**config.mk**
```make
export PLATFORM = sky130hd
export DESIGN_NAME = weight_buf_writer
export DESIGN_NICKNAME = d
export VERILOG_FILES = /design/src/rtl/weight_buf_writer_pkg.sv /design/src/rtl/wbw_tap_filt_cnt.sv /design/src/rtl/weight_buf_writer.sv
export SDC_FILE = /design/constraint.sdc
export NUM_CORES = 1
export LEC_CHECK = 0
export ABC_AREA = 1
export CORE_ASPECT_RATIO = 0.7
export CORE_UTILIZATION = 30
export DETAILED_ROUTE_END_ITERATION = 12
export PLACE_DENSITY = 0.59
export SYNTH_ARGS = -nofsm -noshare
export SYNTH_HDL_FRONTEND = slang
export SYNTH_SLANG_ARGS = --single-unit
```
**constraint.sdc**
```tcl
create_clock -name clk_i -period 2.37 [get_ports clk_i]
set_clock_uncertainty 0.05 [all_clocks]
set_input_delay 0.5925 -clock clk_i [delete_from_list [all_inputs] [get_ports clk_i]]
set_output_delay 0.5925 -clock clk_i [all_outputs]
set_load 0.03 [all_outputs]
```
**src/rtl/weight_buf_writer_pkg.sv**
```systemverilog
// Shared constants, types and address helper for the ping-pong weight buffer writer.
package weight_buf_writer_pkg;

    localparam int DATA_W      = 8;
    localparam int K_R         = 3;
    localparam int K_S         = 3;
    localparam int NUM_FILTERS = 2;
    localparam int KK          = K_R * K_S;
    localparam int DEPTH       = NUM_FILTERS * KK;
    localparam int AW          = $clog2(DEPTH);
    localparam int TAP_W       = (KK > 1) ? $clog2(KK) : 1;
    localparam int FILT_W      = (NUM_FILTERS > 1) ? $clog2(NUM_FILTERS) : 1;
    localparam int CHK_W       = DATA_W + AW;

    typedef logic [DATA_W-1:0] weight_t;
    typedef logic [AW-1:0]     wbuf_addr_t;

    typedef enum logic {
        FILL   = 1'b0,
        COMMIT = 1'b1
    } wbw_state_e;

    // Filter-major, tap-minor: matches the order the read side walks a bank.
    function automatic wbuf_addr_t calc_addr(input logic [FILT_W-1:0] filt,
                                             input logic [TAP_W-1:0]  tap);
        return wbuf_addr_t'(filt) * wbuf_addr_t'(KK) + wbuf_addr_t'(tap);
    endfunction

endpackage

```
**src/rtl/wbw_tap_filt_cnt.sv**
```systemverilog
// Nested tap/filter counter producing the in-bank write address.
module wbw_tap_filt_cnt
    import weight_buf_writer_pkg::*;
(
    input  logic          clk_i,
    input  logic          rst_async_i,
    input  logic          en_i,
    output logic          last_tap_o,
    output logic          last_filt_o,
    output logic [AW-1:0] addr_o
);

    logic [TAP_W-1:0]  tap_q,  tap_d;
    logic [FILT_W-1:0] filt_q, filt_d;

    assign last_tap_o  = (tap_q  == TAP_W'(KK - 1));
    assign last_filt_o = (filt_q == FILT_W'(NUM_FILTERS - 1));
    assign addr_o      = calc_addr(filt_q, tap_q);

    always_comb begin
        tap_d  = tap_q;
        filt_d = filt_q;
        if (en_i) begin
            if (last_tap_o) begin
                tap_d  = '0;
                filt_d = last_filt_o ? '0 : filt_q + FILT_W'(1);
            end else begin
                tap_d  = tap_q + TAP_W'(1);
            end
        end
    end

    always_ff @(posedge clk_i or posedge rst_async_i) begin
        if (rst_async_i) begin
            tap_q  <= '0;
            filt_q <= '0;
        end else begin
            tap_q  <= tap_d;
            filt_q <= filt_d;
        end
    end

endmodule

```
**src/rtl/weight_buf_writer.sv**
```systemverilog
// Streams weight words into a 2-bank SRAM and hands full banks to the reader.
// Optional running checksum per bank: define WEIGHT_BUF_WRITER_CHECKSUM_EN.
module weight_buf_writer
    import weight_buf_writer_pkg::*;
(
    input  logic              clk_i,
    input  logic              rst_async_i,
    input  logic              s_valid_i,
    output logic              s_ready_o,
    input  logic [DATA_W-1:0] s_data_i,
    output logic              wr_en_o,
    output logic              wr_bank_o,
    output logic [AW-1:0]     wr_addr_o,
    output logic [DATA_W-1:0] wr_data_o,
    output logic [1:0]        bank_full_o,
    input  logic              rd_release_i,
    input  logic              rd_bank_i,
`ifdef WEIGHT_BUF_WRITER_CHECKSUM_EN
    output logic [CHK_W-1:0]  chksum_o,
    output logic              chksum_vld_o,
`endif
    output logic              err_o
);

    wbw_state_e state_q;
    logic       cur_bank_q;
    logic       ready_en_q;
    logic [1:0] full_q, full_d;
    logic       err_q, err_d;
    logic       wr_en_q, wr_bank_q;
    wbuf_addr_t wr_addr_q;
    weight_t    wr_data_q;
    logic       accept;
    logic       last_tap, last_filt;
    wbuf_addr_t cnt_addr;

    // ready_en_q keeps s_ready_o low while reset is held, yet stays a pure register.
    assign s_ready_o = ready_en_q && (state_q == FILL) && !full_q[cur_bank_q];
    assign accept    = s_valid_i && s_ready_o;

    wbw_tap_filt_cnt u_cnt (
        .clk_i       (clk_i),
        .rst_async_i (rst_async_i),
        .en_i        (accept),
        .last_tap_o  (last_tap),
        .last_filt_o (last_filt),
        .addr_o      (cnt_addr)
    );

    // Releasing an empty bank is an error; the commit set is applied last so it wins.
    always_comb begin
        full_d = full_q;
        err_d  = err_q;
        if (rd_release_i) begin
            if (!full_q[rd_bank_i]) err_d = 1'b1;
            else                    full_d[rd_bank_i] = 1'b0;
        end
        if (state_q == COMMIT) full_d[cur_bank_q] = 1'b1;
    end

    always_ff @(posedge clk_i or posedge rst_async_i) begin
        if (rst_async_i) begin
            state_q    <= FILL;
            cur_bank_q <= 1'b0;
            ready_en_q <= 1'b0;
            full_q     <= 2'b00;
            err_q      <= 1'b0;
            wr_en_q    <= 1'b0;
            wr_bank_q  <= 1'b0;
            wr_addr_q  <= '0;
            wr_data_q  <= '0;
        end else begin
            ready_en_q <= 1'b1;
            full_q     <= full_d;
            err_q      <= err_d;
            wr_en_q    <= accept;
            if (accept) begin
                wr_bank_q <= cur_bank_q;
                wr_addr_q <= cnt_addr;
                wr_data_q <= s_data_i;
            end
            case (state_q)
                FILL: begin
                    if (accept && last_tap && last_filt) state_q <= COMMIT;
                end
                COMMIT: begin
                    cur_bank_q <= ~cur_bank_q;
                    state_q    <= FILL;
                end
                default: state_q <= FILL;
            endcase
        end
    end

    assign wr_en_o     = wr_en_q;
    assign wr_bank_o   = wr_bank_q;
    assign wr_addr_o   = wr_addr_q;
    assign wr_data_o   = wr_data_q;
    assign bank_full_o = full_q;
    assign err_o       = err_q;

`ifdef WEIGHT_BUF_WRITER_CHECKSUM_EN
    logic [CHK_W-1:0] acc_q;
    logic [CHK_W-1:0] chksum_q;
    logic             chksum_vld_q;

    // No beat is accepted during COMMIT, so acc_q is final when latched.
    always_ff @(posedge clk_i or posedge rst_async_i) begin
        if (rst_async_i) begin
            acc_q        <= '0;
            chksum_q     <= '0;
            chksum_vld_q <= 1'b0;
        end else begin
            chksum_vld_q <= 1'b0;
            if (state_q == COMMIT) begin
                chksum_q     <= acc_q;
                chksum_vld_q <= 1'b1;
                acc_q        <= '0;
            end else if (accept) begin
                acc_q <= acc_q + CHK_W'(s_data_i);
            end
        end
    end

    assign chksum_o     = chksum_q;
    assign chksum_vld_o = chksum_vld_q;
`endif

endmodule

```
Yosys cells after proc, flatten, opt, wreduce, memory -nomap -nowiden:

Index checks and enable logic that the tools add are counted.
W data, S select, Z words.

* equality and inequality tests: 1
* reduce and logical (&&, ||, !) cells: 10
* bitwise operators: 6
* shifts and indexed selects: 0
* $add $sub $neg: 3
* divide/modulo/power cells: 0
* multiply operators: 1
* muxes and demuxes: 15
* magnitude comparators: 4

Operators with widths (count)
* $mux W1: 8
* $logic_and A1 B1 Y1: 7
* $mux W2: 3
* $add A5 B4 Y5: 1
* $mul A1 B4 Y5 const B: 1
* $add A4 B1 Y4 const B: 1
* $eq A4 B4 Y1 const B: 1
* $lt A1 B2 Y1 const B: 2
* $mux W4: 1
* $reduce_and A2 Y1: 2
* $not A1 Y1: 3
* $and A2 B2 Y2: 1
* $demux W1 S1: 2
* $ge A1 B1 Y1 const B: 2
* $not A2 Y2: 1
* $or A2 B2 Y2: 1
* $pmux W1 S2: 1
* $add A1 B1 Y1 const B: 1
* $logic_not A1 Y1: 1

* output and inout bits: 19
* bits in latches: 0
* memory bits (writable): 0
* ROM bits: 0
* logic and storage cells: 51
* memories: 0
* register bits after elaboration: 26
* input bits: 13

Longest topological paths before layout:

* word-level depth: 10
* depth in mapped cells: 8
* mapped depth without buffers: 7

Hierarchy:

From an unflattened synthesis, not the netlist that was laid out.

* cells, all modules: 134
* area, all modules: 1253.7 sq um

Modules (own cells, without submodules)
* weight_buf_writer: seq. area each 525.5 sq um, area each 900.9 sq um, cells each 94, times used 1
* wbw_tap_filt_cnt: seq. area each 125.1 sq um, area each 352.8 sq um, cells each 40, times used 1

Worst setup path before layout:

OpenSTA, ideal clock, no wires.

* kind: register to output
* start point: register full_q[0] (netlist: bank_full_o[0])
* end point: output s_ready_o
* path buffers: 0
* data arrival time: 1136 ps
* stages on the path, launching flop included: 4
* required time: 1727 ps
* slack: 592 ps
* path through: dfrtp_1 -> nand2_4 -> nand2_1 -> nor2_1

* longest elaborated chain between the ends: 4

Ends and longest elaborated chain
* start: declaration: RTL line weight_buf_writer.sv:28 `logic [1:0] full_q, full_d;`
* start signal: assignment: RTL line weight_buf_writer.sv:74 `full_q <= full_d;`
* $mux W1 (not written as such) (2 in a row): RTL line weight_buf_writer.sv:38 `assign s_ready_o = ready_en_q && (state_q == FILL) && !full_q[cur_bank_q];`
* $logic_not A1 Y1: RTL line weight_buf_writer.sv:38
* $logic_and A1 B1 Y1: RTL line weight_buf_writer.sv:38
* end: declaration: RTL line weight_buf_writer.sv:9 `output logic s_ready_o,`

No other way between the ends. The select of a mux whose other input is x is not followed.

Worst setup path in the final report:

* start point: register cur_bank_q
* end point: output s_ready_o

* longest elaborated chain between the ends: 4

Ends and longest elaborated chain
* start: declaration: RTL line weight_buf_writer.sv:26 `logic cur_bank_q;`
* start signal: assignment: RTL line weight_buf_writer.sv:87 `cur_bank_q <= ~cur_bank_q;`
* $mux W1 (not written as such) (2 in a row): RTL line weight_buf_writer.sv:38
* $logic_not A1 Y1: RTL line weight_buf_writer.sv:38
* $logic_and A1 B1 Y1: RTL line weight_buf_writer.sv:38

No other way between the ends. The select of a mux whose other input is x is not followed.

==> results.md <==
- Summing over every cut layer, the via total after detailed routing is 899.
- The mean number of vias per cell is 4.22.
- Compared with the post-synthesis result, the final layout area differs by 34.3%.
- In the final design database the tool counted 182 nets.
- STA classifies the critical path startpoint as a register.
- The worst path needs 2090 ps of the cycle, external delays included.
- The type of the setup path with the least slack is reg2out.
- The commonest cells after synthesis are 52 x sky130_fd_sc_hd__nand2_1, 26 x sky130_fd_sc_hd__dfrtp_1, 7 x sky130_fd_sc_hd__inv_1.
- The CTS tree is yes.
- The number of primary I/O pins is 32.
- The post-synthesis net count is 149.
- The first-pass iteration count of the detailed router is 4.
- After synthesis, the largest area contributor takes up 53.7% of total cell area.
- The overall fraction of global-route tracks in use is 11.2%.
- Tracing the worst setup path back leads to its startpoint at cur_bank_q$_DFFE_PP0P_.
- The switching power share of the total is 35.1%.
- The flow ran to the end, and the final reports show no timing, DRC or antenna violations.
- Yosys instantiated no cell more often than sky130_fd_sc_hd__nand2_1.
- In this run the vertical extent of the chip is 55.2 µm.
- Routed signal wires occupy layers up through met4.
- In this run the post-CTS setup repair buffer count came out at 0.
- Setup repair after global routing left no endpoint under its margin.
- The count of pins over their slew limit is 0.
- The class of the tightest hold or removal check is reg2reg.
- The internal portion of the total power is 1.00 mW.
- The number of port buffers is 31.
- The met1 wire length is 1100 µm.
- The number of synthesized flops with an enable pin is 0.
- The max-capacitance violation count is 0.
- The number of library cell types mapped by synthesis is 24.
- The register area share after synthesis is 53.7%.
- The worst path uses 88.2% of the clock period.
- The count of final hold-check violations came to 0.
- The instance count of the mapped netlist is 131.
- The number of filler instances in the final layout is 369.
- The worst vdd rail ir drop is 0.387 mV.
- Each instance of the synthesized netlist takes up on average 9.26 µm².
- In this run, flip-flops and latches consume 41.6% of the power.
- In this run, the combinational gates consume 35.0% of the power.
- By area the synthesized netlist is led by sky130_fd_sc_hd__dfrtp_1 54%, sky130_fd_sc_hd__nand2_1 16%, sky130_fd_sc_hd__ha_1 5.2%.
- The later pin in the worst-skew pair is clocked with a latency of 270 ps.
- The upper clock frequency limit is 478 MHz.
- The clock drives 26 sinks.
- The setup slack of the worst register-to-register path is 890 ps.
- The CTS buffer count is 3.
- The share of async-settable or async-resettable flops after synthesis is 100%.
- The first global-routing pass estimated 3600 µm of wire.
- The total of cells resized after clock tree synthesis is 1.
- The placer congestion estimate is 0.763.
- The number of setup violations in the final report is 0.
- The routed wirelength normalized by instance count is 10.6 µm.
- Counting along the longest clock path gives a buffer depth of 2.
- Among all flip-flop cells after synthesis, the most frequent one is sky130_fd_sc_hd__dfrtp_1.
- The tightest hold path in the finished design has a slack of 433 ps.
- Hold repair after CTS inserted 0 buffers.
- The Yosys warning count is 0.
- The depth of the CTS H-tree is 1.
- The die area is 4300 µm².
- Summed over all nets, wire length on met3 after detailed routing comes to 79 µm.
- The number of standard-cell rows in the floorplan is 18.
- For this run, design rule violations remaining after detail routing come to 0.
- STA puts the critical path data required time at 1730 ps.
- The via count of the first global-routing pass is 792.
- The residual antenna-violating net count after detailed routing is 0.
- The tree is rooted in a sky130_fd_sc_hd__clkbuf_8.
- 0 antenna diodes ended up in the layout.
- In the final layout, the share of cells above drive strength 1 is 12.9%.
- The worst register-to-register path begins at state_q$_DFF_PP0_.
- The effective utilization at floorplan is 32.8%.
- The core box area is 3690 µm².
- The number of storage elements in the synthesis netlist is 26.
- Of all nets on the critical path, the largest fanout is 4.
- The initial antenna violation count is 0.
- After synthesis the cells add up to 1210 µm².
- The estimated wirelength of the detail-placed design is 1680 µm.
- At the worst endpoint, the arrival time is 1450 ps.
- The die span in x is 78.0 µm.
- The clock transition time at the flip-flop clock pins of the worst setup and hold paths is 90 ps.
- The leakage power summed over all cells is 0.793 nW.
- The total design power is 1.55 mW.
- For this block, the initial DRC count from the detailed router was 30.
- The type of element capturing the critical path is an output pin.
- The startpoint identified for the worst hold timing path is wr_data_o[7]$_DFFE_PP0P_.
- The total power density per cell area is 951 nW/µm².
- Summed over all instances, the cell type with the most area after synthesis is sky130_fd_sc_hd__dfrtp_1.
- Adding up every negative setup slack in the final design gives 0 ps.
- The reported net switching power is 0.544 mW.
- The overall overflow remaining after global route is 0.
- The relative contribution of the clock network to total power is 23.4%.
- The total wire length after detailed routing is 2250 µm.
- Entering global routing, the biggest net connects 27 pins.
- The length of routed met2 wiring is 1040 µm.
cells by family after synthesis:
kind of cell,Yosys count,synth area share [%]
AOI/OAI and AO/OA,12,6.81
other,1,0.309
DFF,26,53.7
buffers and inverters,15,6.50
and+or+nand+nor,69,25.4
adders and majority gates,5,5.16
xor gates and xnor gates,3,2.17
cell type report:
class                   count  area (µm²)  share of cell area (%)
well taps                  50        62.6                    3.84
clock buffers               3        41.3                    2.54
flip-flops and latches     26         651                    40.0
inverters                  11        43.8                    2.69
clock inverters             1        30.0                    1.84
repair buffers             32         317                    19.4
multi-input cells          90         483                    29.7
layer usage:
layer / vias to the layer above / track usage, %
li1: 474 / -
met1: 408 / 15.0
met2: 15 / 16.7
met3: 2 / 3.44
met4: 0 / 5.86
met5: - / 0
state kept, by name (all words and copies together) (netlist names):
register / cells
u_cnt.tap_q: 4
bank_full_o: 2
wr_addr_o: 5
state_q: 1
ready_en_q: 1
u_cnt.last_filt_o: 1
wr_data_o: 8
wr_en_o: 1
err_o: 1
wr_bank_o: 1
cur_bank_q: 1
placed cells by master (no fill, tap or decap), types with 3 or more instances in the layout:
cell type                         instances
sky130_fd_sc_hd__nand2_1                 52
sky130_fd_sc_hd__clkdlybuf4s50_1         30
sky130_fd_sc_hd__dfrtp_1                 26
sky130_fd_sc_hd__inv_1                    7
sky130_fd_sc_hd__o21ai_0                  5
sky130_fd_sc_hd__ha_1                     5
sky130_fd_sc_hd__nand3_1                  4
sky130_fd_sc_hd__nor2_1                   4
sky130_fd_sc_hd__o21ai_2                  4
sky130_fd_sc_hd__inv_2                    3
sky130_fd_sc_hd__nand4_1                  3
sky130_fd_sc_hd__clkbuf_8                 3
critical path: stages, from the launching register on:
cell	delay [ps]
sky130_fd_sc_hd__dfrtp_1	430
sky130_fd_sc_hd__inv_2	90
sky130_fd_sc_hd__nand2_4	80
sky130_fd_sc_hd__nand2_1	50
sky130_fd_sc_hd__nor2_1	110
sky130_fd_sc_hd__dlygate4sd2_1	410
metrics by stage:
stage / setup WS (ps) / area [µm²] / cells / util, %
6_report: 279 / 1630 / 213 / 44.1
5_1_grt: 196 / 1630 / 213 / 44.1
4_1_cts: 266 / 1630 / 213 / 44.1
3_5_place_dp: 296 / 1560 / 209 / 42.2
3_3_place_gp: 328 / 1560 / 209 / 42.2
2_1_floorplan: 592 / 1210 / 131 / -
power groups by stage:
stage          Clock, mW  Combinational [mW]  Sequential, mW
2_1_floorplan          0               0.269           0.736
3_3_place_gp           0               0.541           0.651
3_5_place_dp           0               0.550           0.655
4_1_cts            0.372               0.552           0.646
5_1_grt            0.394               0.601           0.661
6_report           0.362               0.542           0.645
final timing paths:
kind                                            end  cells past startpoint
max reg2reg                wr_addr_o[1]$_DFFE_PP0P_                      7
min in group asynchronous  bank_full_o[0]$_DFF_PP0_                      3
min reg2reg                wr_data_o[7]$_DFFE_PP0P_                      2
max                                       s_ready_o                      5
min                        wr_data_o[7]$_DFFE_PP0P_                      2
max in group asynchronous  bank_full_o[1]$_DFF_PP0_                      3
Note: power is estimated with default switching activity, not from simulation.
